==> src/rtl/axis_width_conv_ratio.sv <==
// ---------------------------------------------------------------------------
// axis_width_conv_ratio
//
// Full-throughput AXI4-Stream width converter for any integer byte ratio.
// One of S_BYTES / M_BYTES must divide the other. Three build shapes:
//   equal widths : wire passthrough, zero latency
//   upsize       : lane accumulator + output register, one input beat/cycle,
//                  early-tlast words padded with zero data/strb/keep/user
//   downsize     : one-beat holding register + slice counter; trailing
//                  all-null slices of a tlast beat are trimmed
//
// Optional feature macro: AXIS_WCONV_ID_SPLIT_EN
//   Upsize only. A beat whose tid/tdest differs from the partially filled
//   word closes that word (tlast=0) first, costing one stall cycle.
//   Undefined: tid/tdest of the first beat of each word win.
//
// Ports
//   aclk, aresetn              clock, asynchronous active-low reset
//   s_axis_t{valid,ready,data,strb,keep,last,id,dest,user}  narrow/wide input
//   m_axis_t{valid,ready,data,strb,keep,last,id,dest,user}  converted output
//   Byte 0 is the lowest lane; earliest narrow beat maps to lowest wide lanes.
// ---------------------------------------------------------------------------
module axis_width_conv_ratio #(
    parameter int S_BYTES        = 4,
    parameter int M_BYTES        = 16,
    parameter int TID_WIDTH      = 4,
    parameter int TDEST_WIDTH    = 4,
    parameter int TUSER_PER_BYTE = 1
) (
    input  logic                                aclk,
    input  logic                                aresetn,
    input  logic                                s_axis_tvalid,
    output logic                                s_axis_tready,
    input  logic [S_BYTES*8-1:0]                s_axis_tdata,
    input  logic [S_BYTES-1:0]                  s_axis_tstrb,
    input  logic [S_BYTES-1:0]                  s_axis_tkeep,
    input  logic                                s_axis_tlast,
    input  logic [TID_WIDTH-1:0]                s_axis_tid,
    input  logic [TDEST_WIDTH-1:0]              s_axis_tdest,
    input  logic [S_BYTES*TUSER_PER_BYTE-1:0]   s_axis_tuser,
    output logic                                m_axis_tvalid,
    input  logic                                m_axis_tready,
    output logic [M_BYTES*8-1:0]                m_axis_tdata,
    output logic [M_BYTES-1:0]                  m_axis_tstrb,
    output logic [M_BYTES-1:0]                  m_axis_tkeep,
    output logic                                m_axis_tlast,
    output logic [TID_WIDTH-1:0]                m_axis_tid,
    output logic [TDEST_WIDTH-1:0]              m_axis_tdest,
    output logic [M_BYTES*TUSER_PER_BYTE-1:0]   m_axis_tuser
);

    localparam int SW = S_BYTES * 8;
    localparam int MW = M_BYTES * 8;
    localparam int SU = S_BYTES * TUSER_PER_BYTE;
    localparam int MU = M_BYTES * TUSER_PER_BYTE;

    generate
        if ((M_BYTES % S_BYTES != 0) && (S_BYTES % M_BYTES != 0)) begin : g_bad_ratio
            $error("axis_width_conv_ratio: S_BYTES and M_BYTES must divide one another");
        end

        if (S_BYTES == M_BYTES) begin : g_pass
            // Reset still has to hold both handshakes low.
            assign s_axis_tready = m_axis_tready & aresetn;
            assign m_axis_tvalid = s_axis_tvalid & aresetn;
            assign m_axis_tlast  = s_axis_tlast & aresetn;
            assign m_axis_tdata  = s_axis_tdata;
            assign m_axis_tstrb  = s_axis_tstrb;
            assign m_axis_tkeep  = s_axis_tkeep;
            assign m_axis_tid    = s_axis_tid;
            assign m_axis_tdest  = s_axis_tdest;
            assign m_axis_tuser  = s_axis_tuser;

        end else if (M_BYTES > S_BYTES) begin : g_up
            localparam int R  = M_BYTES / S_BYTES;
            localparam int IW = (R > 1) ? $clog2(R) : 1;

            logic [IW-1:0]          r_idx;
            logic                   r_acc_full;   // accumulator holds a finished word
            logic                   r_acc_last;
            logic [MW-1:0]          r_acc_data;
            logic [M_BYTES-1:0]     r_acc_strb, r_acc_keep;
            logic [MU-1:0]          r_acc_user;
            logic [TID_WIDTH-1:0]   r_acc_id;
            logic [TDEST_WIDTH-1:0] r_acc_dest;

            logic                   r_m_valid, r_m_last;
            logic [MW-1:0]          r_m_data;
            logic [M_BYTES-1:0]     r_m_strb, r_m_keep;
            logic [MU-1:0]          r_m_user;
            logic [TID_WIDTH-1:0]   r_m_id;
            logic [TDEST_WIDTH-1:0] r_m_dest;

            logic                   w_out_free, w_split, w_ready, w_accept, w_first, w_complete;
            logic [MW-1:0]          w_word_data;
            logic [M_BYTES-1:0]     w_word_strb, w_word_keep;
            logic [MU-1:0]          w_word_user;
            logic [TID_WIDTH-1:0]   w_word_id;
            logic [TDEST_WIDTH-1:0] w_word_dest;

`ifdef AXIS_WCONV_ID_SPLIT_EN
            // A partial word (idx != 0) is closed when the next beat changes stream.
            assign w_split = s_axis_tvalid & aresetn & (r_idx != '0) &
                             ((s_axis_tid != r_acc_id) | (s_axis_tdest != r_acc_dest));
`else
            assign w_split = 1'b0;
`endif

            assign w_out_free = ~r_m_valid | m_axis_tready;
            assign w_ready    = aresetn & ~(r_acc_full & ~w_out_free) & ~w_split;
            assign w_accept   = s_axis_tvalid & w_ready;
            assign w_first    = (r_idx == '0);
            assign w_complete = w_accept & (s_axis_tlast | (r_idx == IW'(R - 1)));

            // Word as it looks after the current beat lands. Starting each word
            // from zero is what pads the unfilled lanes of an early-tlast word.
            always_comb begin
                // NOTE: every always_comb output gets a default first, so no path can infer a latch.
                w_word_data = w_first ? '0 : r_acc_data;
                w_word_strb = w_first ? '0 : r_acc_strb;
                w_word_keep = w_first ? '0 : r_acc_keep;
                w_word_user = w_first ? '0 : r_acc_user;
                w_word_id   = w_first ? s_axis_tid   : r_acc_id;
                w_word_dest = w_first ? s_axis_tdest : r_acc_dest;
                w_word_data[r_idx*SW +: SW]             = s_axis_tdata;
                w_word_strb[r_idx*S_BYTES +: S_BYTES]   = s_axis_tstrb;
                w_word_keep[r_idx*S_BYTES +: S_BYTES]   = s_axis_tkeep;
                w_word_user[r_idx*SU +: SU]             = s_axis_tuser;
            end

            // NOTE: sequential state uses non-blocking assignments only; comb logic above uses blocking.
            always_ff @(posedge aclk or negedge aresetn) begin
                if (!aresetn) begin
                    r_idx      <= '0;
                    r_acc_full <= 1'b0;
                    r_m_valid  <= 1'b0;
                end else begin
                    if (w_out_free)
                        r_m_valid <= r_acc_full | w_complete | w_split;
                    if (w_accept) begin
                        r_idx      <= w_complete ? '0 : r_idx + IW'(1);
                        // A finished word stays in the accumulator only if the
                        // output register could not take it directly this edge.
                        r_acc_full <= w_complete & (r_acc_full | ~w_out_free);
                    end else if (w_split) begin
                        r_idx      <= '0;
                        r_acc_full <= ~w_out_free;
                    end else if (w_out_free) begin
                        r_acc_full <= 1'b0;
                    end
                end
            end

            // NOTE: datapath registers carry no reset; the valid flags above qualify them.
            always_ff @(posedge aclk) begin
                if (w_out_free) begin
                    // r_acc_last is already 0 on a split: the last beat taken did not complete.
                    if (r_acc_full | w_split) begin
                        r_m_data <= r_acc_data;
                        r_m_strb <= r_acc_strb;
                        r_m_keep <= r_acc_keep;
                        r_m_user <= r_acc_user;
                        r_m_id   <= r_acc_id;
                        r_m_dest <= r_acc_dest;
                        r_m_last <= r_acc_last;
                    end else if (w_complete) begin
                        r_m_data <= w_word_data;
                        r_m_strb <= w_word_strb;
                        r_m_keep <= w_word_keep;
                        r_m_user <= w_word_user;
                        r_m_id   <= w_word_id;
                        r_m_dest <= w_word_dest;
                        r_m_last <= s_axis_tlast;
                    end
                end
                if (w_accept) begin
                    r_acc_data <= w_word_data;
                    r_acc_strb <= w_word_strb;
                    r_acc_keep <= w_word_keep;
                    r_acc_user <= w_word_user;
                    r_acc_id   <= w_word_id;
                    r_acc_dest <= w_word_dest;
                    r_acc_last <= s_axis_tlast;
                end
            end

            assign s_axis_tready = w_ready;
            assign m_axis_tvalid = r_m_valid;
            assign m_axis_tlast  = r_m_valid & r_m_last;
            assign m_axis_tdata  = r_m_data;
            assign m_axis_tstrb  = r_m_strb;
            assign m_axis_tkeep  = r_m_keep;
            assign m_axis_tuser  = r_m_user;
            assign m_axis_tid    = r_m_id;
            assign m_axis_tdest  = r_m_dest;

        end else begin : g_down
            localparam int R  = S_BYTES / M_BYTES;
            localparam int KW = (R > 1) ? $clog2(R) : 1;

            logic                   r_h_valid, r_h_last;
            logic [KW-1:0]          r_k, r_last_k;
            logic [SW-1:0]          r_h_data;
            logic [S_BYTES-1:0]     r_h_strb, r_h_keep;
            logic [SU-1:0]          r_h_user;
            logic [TID_WIDTH-1:0]   r_h_id;
            logic [TDEST_WIDTH-1:0] r_h_dest;

            logic                   w_last_slice, w_drain, w_ready, w_accept;
            logic [KW-1:0]          w_trim_k;

            assign w_last_slice = (r_k == r_last_k);
            assign w_drain      = r_h_valid & m_axis_tready;
            // Refill in the same cycle the final slice leaves: no bubble.
            assign w_ready      = aresetn & (~r_h_valid | (w_drain & w_last_slice));
            assign w_accept     = s_axis_tvalid & w_ready;

            // Index of the final slice to emit: the highest slice with any keep
            // bit on a tlast beat (slice 0 if none), otherwise every slice.
            always_comb begin
                w_trim_k = KW'(R - 1);
                if (s_axis_tlast) begin
                    w_trim_k = '0;
                    for (int j = 0; j < R; j++)
                        if (|s_axis_tkeep[j*M_BYTES +: M_BYTES])
                            w_trim_k = KW'(j);
                end
            end

            always_ff @(posedge aclk or negedge aresetn) begin
                if (!aresetn) begin
                    r_h_valid <= 1'b0;
                    r_k       <= '0;
                end else if (w_accept) begin
                    r_h_valid <= 1'b1;
                    r_k       <= '0;
                end else if (w_drain) begin
                    if (w_last_slice)
                        r_h_valid <= 1'b0;
                    else
                        r_k <= r_k + KW'(1);
                end
            end

            always_ff @(posedge aclk) begin
                if (w_accept) begin
                    r_h_data <= s_axis_tdata;
                    r_h_strb <= s_axis_tstrb;
                    r_h_keep <= s_axis_tkeep;
                    r_h_user <= s_axis_tuser;
                    r_h_id   <= s_axis_tid;
                    r_h_dest <= s_axis_tdest;
                    r_h_last <= s_axis_tlast;
                    r_last_k <= w_trim_k;
                end
            end

            assign s_axis_tready = w_ready;
            assign m_axis_tvalid = r_h_valid;
            assign m_axis_tlast  = r_h_valid & r_h_last & w_last_slice;
            assign m_axis_tdata  = r_h_data[r_k*MW +: MW];
            assign m_axis_tstrb  = r_h_strb[r_k*M_BYTES +: M_BYTES];
            assign m_axis_tkeep  = r_h_keep[r_k*M_BYTES +: M_BYTES];
            assign m_axis_tuser  = r_h_user[r_k*MU +: MU];
            assign m_axis_tid    = r_h_id;
            assign m_axis_tdest  = r_h_dest;
        end
    endgenerate

endmodule

==> config.mk <==
export PLATFORM = sky130hd
export DESIGN_NAME = axis_width_conv_ratio
export DESIGN_NICKNAME = d
export VERILOG_FILES = /design/src/rtl/axis_width_conv_ratio.sv
export SDC_FILE = /design/constraint.sdc
export NUM_CORES = 1
export LEC_CHECK = 0
export CAP_MARGIN = 20
export CORE_AREA = 3 3 159 192
export CTS_CLUSTER_SIZE = 40
export DETAILED_ROUTE_END_ITERATION = 10
export DIE_AREA = 0 0 162 195
export PLACE_DENSITY = 0.81
export SYNTH_ARGS = -nofsm -noshare
export SYNTH_HDL_FRONTEND = slang
export SYNTH_SLANG_ARGS = --single-unit
==> constraint.sdc <==
create_clock -name aclk -period 24.3 [get_ports aclk]
set_input_delay 2.43 -clock aclk [delete_from_list [all_inputs] [get_ports aclk]]
set_output_delay 2.43 -clock aclk [all_outputs]
set_load 0.05 [all_outputs]
== Word level (Yosys, flattened, before mapping) ==
Cells that the tools add are included.

* Register bits: 374
* Latch bits: 0
* Word-level logic and storage cells: 71
* Output and inout port bits: 187
* Memory bits (writable): 0
* Memories kept: 0
* Bits in read-only memories: 0

* Shift-type cells: 6
* Reduce and logical (&&, ||, !) cells: 4
* Equal/unequal tests: 1
* Order comparisons: 0
* Bitwise logic cells: 13
* $mul: 0
* Muxes and demuxes: 27
* Add/sub/neg operators: 3
* Div/mod/pow operators: 0

{| class="wikitable"
|+ Operator list
! cell !! number
|-
| 128-bit 2-to-1 mux || 3
|-
| 16-bit 2-to-1 mux || 9
|-
| 128-bit bitwise mux || 1
|-
| 32-bit by 34-bit variable shift with 128-bit output (first input constant) || 1
|-
| 32-bit by 34-bit indexed part select with 128-bit output || 1
|-
| 4-bit by 34-bit indexed part select with 16-bit output || 3
|-
| 16-bit bitwise mux || 3
|-
| 4-bit negator with 34-bit output || 1
|-
| 7-bit negator with 34-bit output || 1
|-
| 4-bit by 34-bit variable shift with 16-bit output (first input constant) || 1
|-
| 4-bit 2-to-1 mux || 6
|-
| 1-bit bitwise AND || 6
|-
| 1-bit 2-to-1 mux || 4
|-
| 1-bit OR || 4
|-
| 2-bit nonzero test || 2
|-
| 1-bit inverter || 3
|-
| 2-bit by 1-bit adder with 2-bit output (second input constant) || 1
|-
| 2-bit == test (second input constant) || 1
|-
| 2-bit logical NOT || 1
|-
| 2-bit 2-to-1 mux || 1
|-
| 2-bit AND reduction || 1
|}

== Longest topological paths before layout ==
Gate-level depths: netlist of the first run.

* Depth after elaboration: 10
* Gate-level depth with buffers: 9

== Worst setup path after synthesis of the first run ==
Ideal clock, no wire load.

* Path kind: input to register
* Start point: input port m_axis_tready
* End point: register g_up.r_idx[0]
* Arrival: 12.821 ns
* Required time: 24.188 ns
* Stages on the path: 3
* Slack: 11.367 ns
* Library setup time: 0.112 ns
* Path through: nor2b_1 a21oi_1 mux2_2

* Longest elaborated chain between the ends: 8

{| class="wikitable"
|+ Ends and longest elaborated chain
! what !! RTL line !! text
|-
| from (decl) || 42 || <nowiki>input logic m_axis_tready,</nowiki>
|-
| 1-bit OR * || 109 || <nowiki>assign w_out_free = ~r_m_valid | m_axis_tready;</nowiki>
|-
| 1-bit inverter * || n/a ||
|-
| 1-bit bitwise AND * || 110 || <nowiki>assign w_ready = aresetn & ~(r_acc_full & ~w_out_free) & ~w_split;</nowiki>
|-
| 1-bit inverter * || 110 ||
|-
| 1-bit bitwise AND * || 110 ||
|-
| 1-bit bitwise AND * || 111 || <nowiki>assign w_accept = s_axis_tvalid & w_ready;</nowiki>
|-
| named net g_up.w_accept || 94 || <nowiki>logic w_out_free, w_split, w_ready, w_accept, w_first, w_complete;</nowiki>
|-
| 1-bit bitwise AND || 113 || <nowiki>assign w_complete = w_accept & (s_axis_tlast | (r_idx == IW'(R - 1)));</nowiki>
|-
| 2-bit 2-to-1 mux || 141 || <nowiki>r_idx <= w_complete ? '0 : r_idx + IW'(1);</nowiki>
|-
| to (signal assigned) || 141 ||
|-
| to (decl) || 78 || <nowiki>logic [IW-1:0] r_idx;</nowiki>
|}

Mark *: on every way through the listed nets, which the timed path passes. The rest lies on a longest branch.
A chain may end at the register's enable or synchronous reset.

== Final worst setup path of the first run ==
* Start point: input port m_axis_tready
* End point: output port s_axis_tready

* Longest elaborated chain between the ends: 5

{| class="wikitable"
|+ Ends and longest elaborated chain
! what !! RTL line !! text
|-
| 1-bit OR || 109 ||
|-
| 1-bit inverter || n/a ||
|-
| 1-bit bitwise AND || 110 ||
|-
| 1-bit inverter || 110 ||
|-
| 1-bit bitwise AND || 110 ||
|-
| to (decl) || 33 || <nowiki>output logic s_axis_tready,</nowiki>
|}

Every way passes these cells.

==> out/results.tsv, run 1 <==
stage	metric	value	unit
die	core-area	28760	um2
cts	clock_sinks	374	
worst_setup_path	timing.critical_path.buf_inv	2	
synthesis	synth.distinct_cells	31	
die	rows	68	
finish	final_core_util	0.6755	
worst_setup_path	crit_required	21870	ps
die	die_x	162	um
synthesis	synth_top_area_cell	edfxtp_1	
synthesis	synth_cells	998	
placed_design	post-dp-hpwl	23240	um
global_routing	grtUsageTotal	0.2409	
finish	diodes	0	
synthesis	ys.flop_type	edfxtp_1	
worst_setup_path	path_class	in2out	
drt	wl_per_cell	24.86	um
placed_design	placed_cell_area	18220	um2
cts	cts_root_buf	clkbuf_16	
worst_setup_path	end_kind	output port	
worst_setup_path	cp_max_fo	5	
cts	clk_latency	500	ps
placed_design	gp_congestion	0.7605	
pwr	vdd_drop_max	82.27	uV
finish	syn_to_final_growth	22.98	%
cts	cts.path.max_buffers	3	
cts	htree_num_levels	2	
cts	post_cts_buffers	0	
drt	wl	39330	um
worst_setup_path	slowest_stage	clkdlybuf4s50_1	
worst_setup_path	worst_ep_arrival_time	4240	ps
timing	period_needed	6665	ps
drt	final_antenna_net_count	0	
synthesis	synth_commonest_cells	edfxtp_1 (370), a22o_1 (308), buf_2 (73)	
pwr	leakage	6.799	nW
cts	cts_tree	built	
synthesis	ys_warn_count	0	
synthesis	synth_most_common_cell	edfxtp_1	
finish	num-nets-final	1236	
worst_setup_path	critPathLaunchType	input pin	
timing	setup_viol_count_final	0	
timing	fmax	150.0	MHz
timing	post-route-period-util	0.2743	
timing	tightest_slew	1102	ps
timing	maxSlewViolCount	0	
timing	tns	0	ps
global_routing	grt_pass1_vias	9759	
synthesis	syn-cell-area	15800	um2
pwr	p_per_area	110.9	nW/um2
global_routing	grt_start_max_net_pins	86	
worst_setup_path	path_cells	clkdlybuf4s50_1, nor2b_1, a21boi_0, clkdlybuf4s50_1	
synthesis	ys_seq_elements	374	
synthesis	yosys.area.top_type_share	0.7034	
die	start_util	0.5493	
synthesis	synth_edf_count	370	
cts	clk_pin_slew	60	ps
global_routing	antenna_found_initial	0	
worst_hold_path	hold_path_class	reg2reg	
cts	cts_made_buffers	37	
worst_setup_path	slowest_delay	760	ps
synthesis	syn_avg_cell_area	15.83	um2
timing	whs	553.9	ps
cts	postCtsHoldBufs	0	
placed_design	port-buffer-count	243	
finish	fin_area	19430	um2
drt	drt_pass1_iterations	5	
timing	clock_skew	11.78	ps
drt	dr.first_iter.drc_count	849	
timing	rsz0062_at_grt	false	
synthesis	ys_seq_area_frac	0.7097	
worst_setup_path	cpMostUsedCell	clkdlybuf4s50_1	
worst_setup_path	cp_top_family	buffers and inverters	
drt	avgViaCountPerCell	6.298	
synthesis	synthArstFlopShare	0.01070	
die	die_area	31590	um2
global_routing	gr-total-overflow	0	
flow_run	cap_violations	0	
timing	hold_viol_final	0	
timing	max_slew_margin	0.2655	
synthesis	ys_top_cells_by_area	edfxtp_1 (70%), a22o_1 (17%), buf_2 (2.3%)	
finish	drive_above_1_share	0.08688	
die	num_io_pins	244	
run_status	status	complete, no violations	
synthesis	synth_nets	1060	
die	die_h	195	um
finish	final.fill_count	2050	
drt	post-route-drc-count	0	
drt	vias	9964	
global_routing	grt_pass1_wl	59020	um
cts	cts_resized	0	
metrics by stage:
stage               worst slack, ps  power, mW  instances
global route                  17510      2.239       1582
floorplan                     11370      1.446        998
detailed placement            17650      1.625       1515
finish                        17630      2.154       1582
CTS                           17640      2.151       1577
global placement              17680      1.602       1515
final cells by class:
| type | instances | area [um2] | share of cell area |
|---|---|---|---|
| clock buffer | 45 | 955.9 | 0.04921 |
| clock inverter | 17 | 131.4 | 0.006763 |
| sequential | 374 | 11210 | 0.5771 |
| timing repair buffer | 263 | 2668 | 0.1373 |
| tap | 385 | 481.7 | 0.02480 |
| inverter | 3 | 11.26 | 0.0005797 |
| multi-input combinational | 495 | 3968 | 0.2042 |
path summary, 6_finish.rpt:
path                       slack (ps)          endpoint            start  cells after the start
max reg2reg                     20900  m_axis_tdata[43]    g_up.r_idx[0]                      7
min in group asynchronous        2190     g_up.r_idx[1]          aresetn                      1
min reg2reg                       550     g_up.r_m_last  g_up.r_acc_last                      1
min                               550     g_up.r_m_last  g_up.r_acc_last                      1
max                             17630     s_axis_tready    m_axis_tready                      4
max in group asynchronous       21880   g_up.r_acc_full          aresetn                      1
cells in the final DEF, fill, tap and decap left out, types with 9 or more instances in the layout:
master,synthesis,routed
clkinv_1,0,9
clkbuf_16,0,37
nor2b_1,47,45
edfxtp_1,370,370
clkdlybuf4s50_1,0,243
a22o_1,308,308
a21oi_1,45,44
nor2_1,48,47
mux2_2,18,18
buf_4,2,15
sequential cells by signal, indices dropped and copies added, names as in the netlist:
| signal | flops |
|---|---|
| g_up.r_acc_dest | 4 |
| m_axis_tdata | 128 |
| m_axis_tuser | 16 |
| m_axis_tdest | 4 |
| g_up.r_acc_strb | 16 |
| g_up.r_acc_user | 16 |
| g_up.r_acc_full | 1 |
| g_up.r_acc_last | 1 |
| g_up.r_acc_data | 128 |
| m_axis_tstrb | 16 |
| g_up.r_m_last | 1 |
| g_up.r_acc_keep | 16 |
| m_axis_tvalid | 1 |
| m_axis_tkeep | 16 |
| g_up.r_acc_id | 4 |
| g_up.r_idx | 2 |
| m_axis_tid | 4 |
cell families (layout without fill, tap and decap cells):
kind of cell             after synthesis  in the layout  synth area share
AO/OA/AOI/OAI                        357            357            0.1872
adder cells (fa/ha/maj)                6              6          0.004594
buffers and inverters                129            328           0.04420
flip-flops                           374            374            0.7097
multiplexers                          19             19           0.01347
AND/OR/NAND/NOR                      113            113           0.04087
per-layer routing:
layer / GRT usage / part of all wire / up-vias
li1: - / - / 4344
met1: 0.3160 / 0.38 / 5004
met2: 0.4089 / 0.51 / 546
met3: 0.04859 / 0.082 / 70
met4: 0.07301 / 0.025 / 0
met5: 0 / 0 / -
where the power goes:
group | internal, mW | switching, mW
combinational | 0.278 | 0.445
clock | 0.300 | 0.227
sequential | 0.866 | 0.0371
Power figures use the tool's default switching activity.
==> run 2, diff against run 1 <==
Settings changed: CORE_AREA 3 3 159 192 to 3 3 168 203, DIE_AREA 0 0 162 195 to 0 0 171 206, PLACE_DENSITY 0.81 to 0.76.
Clock period 24.3 ns to 5.6 ns, I/O delays scaled along.
==> out/results.tsv, run 2 (synthesis gave the netlist of run 1 again) <==
stage	metric	value	unit	change
timing	maxSlewViolCount	0		unchanged
pwr	leakage	6.904	nW	was 6.799 nW
finish	drive_above_1_share	0.09318		was 0.08688
cts	clk_latency	520	ps	was 500 ps
finish	diodes	0		unchanged
cts	cts_made_buffers	38		was 37
finish	fin_area	19670	um2	was 19430 um2
worst_setup_path	r2r_setup_slack	2050	ps	was 20900 ps
placed_design	placedCellCount	1537		was 1515
drt	vias	9912		was 9964
cts	cts.path.max_buffers	3		unchanged
pwr	swShare	0.3192		was 0.3295
worst_hold_path	hold_path_class	in2async		was reg2reg
global_routing	grt_pass1_wl	58120	um	was 59020 um
placed_design	port-buffer-count	243		unchanged
drt	wl	39330	um	about the same
finish	num-nets-final	1236		unchanged
worst_setup_path	crit_required	5860	ps	was 21870 ps
timing	period_needed	3545	ps	
worst_setup_path	endpoint	m_axis_tdata[57]		was s_axis_tready
die	core-area	32250	um2	was 28760 um2
pwr	p_per_area	489.5	nW/um2	was 110.9 nW/um2
placed_design	post-dp-hpwl	23890	um	was 23240 um
drt	wl_per_cell	24.45	um	was 24.86 um
global_routing	gr-total-overflow	0		unchanged
global_routing	grtUsageTotal	0.2166		was 0.2409
drt	final_antenna_net_count	0		unchanged
timing	hold_viol_final	0		unchanged
cts	cts_resized	0		unchanged
drt	avgViaCountPerCell	6.160		was 6.298
worst_setup_path	path_class	reg2reg		was in2out
timing	clock_skew	16.25	ps	was 11.78 ps
global_routing	antenna_found_initial	1		was 0
cts	clk_pin_slew	60	ps	about the same
cts	post_cts_buffers	0		unchanged
placed_design	gp_congestion	0.7990		was 0.7605
finish	syn_to_final_growth	24.53	%	was 22.98%
pwr	p_clk_frac	0.268		was 0.245
cts	postCtsHoldBufs	0		unchanged
die	die_h	206	um	was 195 um
run_status	status	complete, no violations		unchanged
cts	clock_sinks	374		unchanged
placed_design	placed_cell_area	18300	um2	was 18220 um2
timing	tightest_slew	1108	ps	was 1102 ps
worst_setup_path	end_kind	flip-flop		was output port
timing	setup_viol_count_final	0		unchanged
timing	tns	0	ps	unchanged
cts	htree_num_levels	2		unchanged
timing	rsz0062_at_grt	false		unchanged
cts	cts_tree	built		unchanged
finish	layout_common_cells	edfxtp_1 (370), a22o_1 (308), clkdlybuf4s50_1 (243)		unchanged
finish	layout_commonest_cell	edfxtp_1		unchanged
die	die_x	171	um	was 162 um
die	num_io_pins	244		unchanged
die	start_util	0.4898		was 0.5493
pwr	power.switching	3.074	mW	was 709.8 uW
die	die_area	35230	um2	was 31590 um2
timing	max_slew_margin	0.2611		was 0.2655
pwr	p_int	6.556	mW	was 1.445 mW
finish	instances_no_fill	1609		was 1582
timing	fmax	282.1	MHz	
worst_setup_path	cp_max_fo	45		was 5
worst_setup_path	rr_endpoint	m_axis_tdata[57]		was m_axis_tdata[43]
worst_setup_path	crit_start	g_up.r_idx[0]		was m_axis_tready
pwr	power_frac_seq	0.407		was 0.419
pwr	power_frac_comb	0.325		was 0.336
worst_setup_path	worst_ep_arrival_time	3800	ps	was 4240 ps
drt	drt_pass1_iterations	6		was 5
die	rows	72		was 68
pwr	vdd_drop_max	379.5	uV	was 82.27 uV
drt	dr.first_iter.drc_count	903		was 849
drt	post-route-drc-count	0		unchanged
flow_run	cap_violations	0		unchanged
worst_setup_path	reg2reg_depth	7		unchanged
cts	cts_root_buf	clkbuf_16		unchanged
timing	post-route-period-util	0.6331		
worst_setup_path	timing.rr.start	g_up.r_idx[0]		unchanged
global_routing	grt_pass1_vias	9560		was 9759
worst_setup_path	critPathLaunchType	flip-flop		was input pin
global_routing	grt_start_max_net_pins	113		was 86
[run 2: cell count changes in the layout (fill, tap and decap cells not counted), sizes merged]
cell	delta
bufinv	+3
clkbuf	+3
buf	-1
clkinv	-1
inv	+1
[run 2: per-layer routing]
metal / vias to the layer above / wire, um / GRT usage
met3: 80 / 2614 / 0.03731
met5: - / 9 / 0
met4: 2 / 1463 / 0.08309
met2: 472 / 20400 / 0.3734
met1: 5013 / 14850 / 0.2744
li1: 4345 / - / -
[run 2: worst min path at each step]
stage,start,slack (ps),to
final,aresetn,280,m_axis_tvalid
after global routing,aresetn,280,m_axis_tvalid
after CTS,aresetn,260,m_axis_tvalid
after detailed placement,g_up.r_acc_last,540,g_up.r_m_last
after global placement,g_up.r_acc_strb[2],540,m_axis_tstrb[2]
after floorplan,aresetn,260,g_up.r_acc_full
[run 2: critical path: stages (launching register included)]
cell     delay, ps
dfrtp_1        490
inv_2          200
ha_2           660
buf_4          480
nor2_4          60
buf_4          280
or2_2          720
a22o_1         340
[run 2: metrics by stage]
stage / util / hold WS, ps / worst slack (ps) / power (mW)
2_1_floorplan: - / 264.4 / 1057 / 6.243
5_1_grt: 0.6099 / 277.0 / 1863 / 10.03
3_3_place_gp: 0.5666 / 541.0 / 2015 / 6.891
4_1_cts: 0.6070 / 263.7 / 1805 / 9.616
3_5_place_dp: 0.5675 / 539.9 / 1854 / 7.023
6_report: 0.6099 / 281.1 / 2055 / 9.630
[run 2: power groups by stage]
| stage | sequential, mW | clock (mW) | combinational, mW |
|---|---|---|---|
| 6_report | 3.92 | 2.58 | 3.12 |
| 4_1_cts | 3.92 | 2.63 | 3.07 |
| 5_1_grt | 3.95 | 2.74 | 3.34 |
| 3_3_place_gp | 3.96 | 0 | 2.93 |
| 3_5_place_dp | 3.98 | 0 | 3.05 |
| 2_1_floorplan | 4.42 | 0 | 1.83 |
[run 2: cell type report]
| cell class | instances | area [um2] |
|---|---|---|
| flip-flops and latches | 374 | 11210 |
| fillers | 2334 | 12580 |
| inverters | 3 | 11.26 |
| clock buffers | 48 | 1052 |
| clock inverters | 20 | 222.7 |
| repair buffers | 262 | 2698 |
| well taps | 407 | 509.2 |
| multi-input cells | 495 | 3968 |
==> RTL change: new RTL, config.mk and constraints of run 2 <==
Change the parameter `S_BYTES` from 4 to 8.
--- a/src/rtl/axis_width_conv_ratio.sv
+++ b/src/rtl/axis_width_conv_ratio.sv
@@ -21,7 +21,7 @@
 //   Byte 0 is the lowest lane; earliest narrow beat maps to lowest wide lanes.
 // ---------------------------------------------------------------------------
 module axis_width_conv_ratio #(
-    parameter int S_BYTES        = 4,
+    parameter int S_BYTES        = 8,
     parameter int M_BYTES        = 16,
     parameter int TID_WIDTH      = 4,
     parameter int TDEST_WIDTH    = 4,
Ports: changed (resized s_axis_tdata, s_axis_tkeep, s_axis_tstrb and s_axis_tuser); port bits go from 244 to 288. The function was not compared with the original's and may differ.
==> RTL change against run 2 <==
- wire length shrank 21%
- sequential cell count shrank 1
- register-to-register slack gained 930 ps
- final area grew 0.55%
- critical path type is now reg2out
- count of clock-buffer cells in the layout grew 1
- cell count shrank 5.4%
- highest routed layer unchanged
- critical endpoint is now s_axis_tready
- setup slack gained 190 ps
- critical path depth shrank 4
- core utilization grew 0.34 points
- synthesized area shrank 2.8%
- worst hold slack lost 4.4 ps
- first-iteration DRC count shrank 51%
Power is not compared: it rests on default switching activity, and its combinational part moved more than twofold at a synthesized area within 25%.
==> RTL change: results (changes against run 2) <==
Placement
  • GP Congestion: 0.792 (-0.93%)
  • Post-DP HPWL: 19700 microns (-18%)
  • Worst Setup Slack post-DPL: 2480 ps (+630 ps)
  • Number of port buffers: 287 (+18%)
  • Placed Cells: 1456 (-5.3%)
  • Placed instance area: 0.0186 sq mm (+1.9%)

Drt
  • DRT Wirelength: 31100 microns (-21%)
  • Drt via density: 5.20 (-16%)
  • DR pass1 iterations: 7 (+1)
  • Initial DRC Count: 445 (-51%)

Global route
  • Initial antenna violation count: 2 (+1)
  • First-pass GRT wire length: 47700 microns (-18%)
  • Vias in the first global route: 8350 (-13%)
  • GRT Total Usage: 17.4% (-4.3 points)

Setup path
  • R2R Setup Slk: 2980 ps (+930 ps)
  • Reg2reg path depth: 3 (-4)
  • Worst reg2reg startpoint: g_up.r_idx
  • RR Endpoint: m_axis_tdata[31]
  • WP data arrival: 2790 ps (-1010 ps)

Clock network
  • TritonCTS Buffers: 37 (-2.6%)

Timing
  • Final min period: 3350 ps (-193 ps)
  • Final Hold Slack: 277 ps (-4.43 ps)
  • Final Skew: 11.7 ps (-4.52 ps)

Cells and area
  • # diodes: 2 (+2)
  • Clock-cell share: 5.48% (-1.0 points)
  • Cell area after layout: 0.0198 sq mm (+0.55%)
  • Non-clk invs: 0 (-3)
  • Flip-flop and latch count: 373 (-0.27%)
  • Non-clock buffering overhead: 15.3% (+1.6 points)
  • Multi-input logic area: 0.00396 sq mm (-0.22%)
  • Bufs w/o clock: 297 (+13%)
  • Layout clock buffer count: 49 (+2.1%)
  • # fillers: 2392 (+2.5%)
  • Sequential share of cell area: 56.6% (-0.40 points)

Status
  • Run status: complete, no violations

Synthesis
  • Ys async rst share: 0.804% (-0.27 points)
  • Top post-synthesis cells by area: edfxtp_1 (72%), mux2_2 (18%), mux2_4 (3.8%)
  • Synth cell types: 16 (-48%)
  • Mean Syn Cell Area: 19.3 sq um (+22%)
[RTL change: critical path, cell delays in order (launching register included)]
cell	delay, ps
dfrtp_4	650
buf_16	280
a21boi_0	400
clkdlybuf4s50_1	930
[RTL change: cell families (layout without fill, tap and decap cells)]
| group | count (synthesis) | after routing | share of synthesized area [%] |
|---|---|---|---|
| compound gates | 3 | 3 | 0.147 |
| fa+ha+maj | 1 | 1 | 0.0733 |
| buf+inv | 42 | 359 | 1.48 |
| flops | 373 | 373 | 72.9 |
| mux | 282 | 282 | 21.6 |
| other cells | 0 | 2 | 0 |
| simple gates | 95 | 95 | 3.81 |
[RTL change: per-layer routing]
layer / global-route usage [%] / wire (microns) / vias up / share of wire [%]
met5: 0 / 7 / - / 0.023
met4: 6.24 / 956 / 2 / 3.1
met3: 5.22 / 2170 / 52 / 7.0
met2: 28.9 / 15600 / 217 / 50
met1: 21.6 / 12300 / 3979 / 40
li1: - / - / 3671 / -
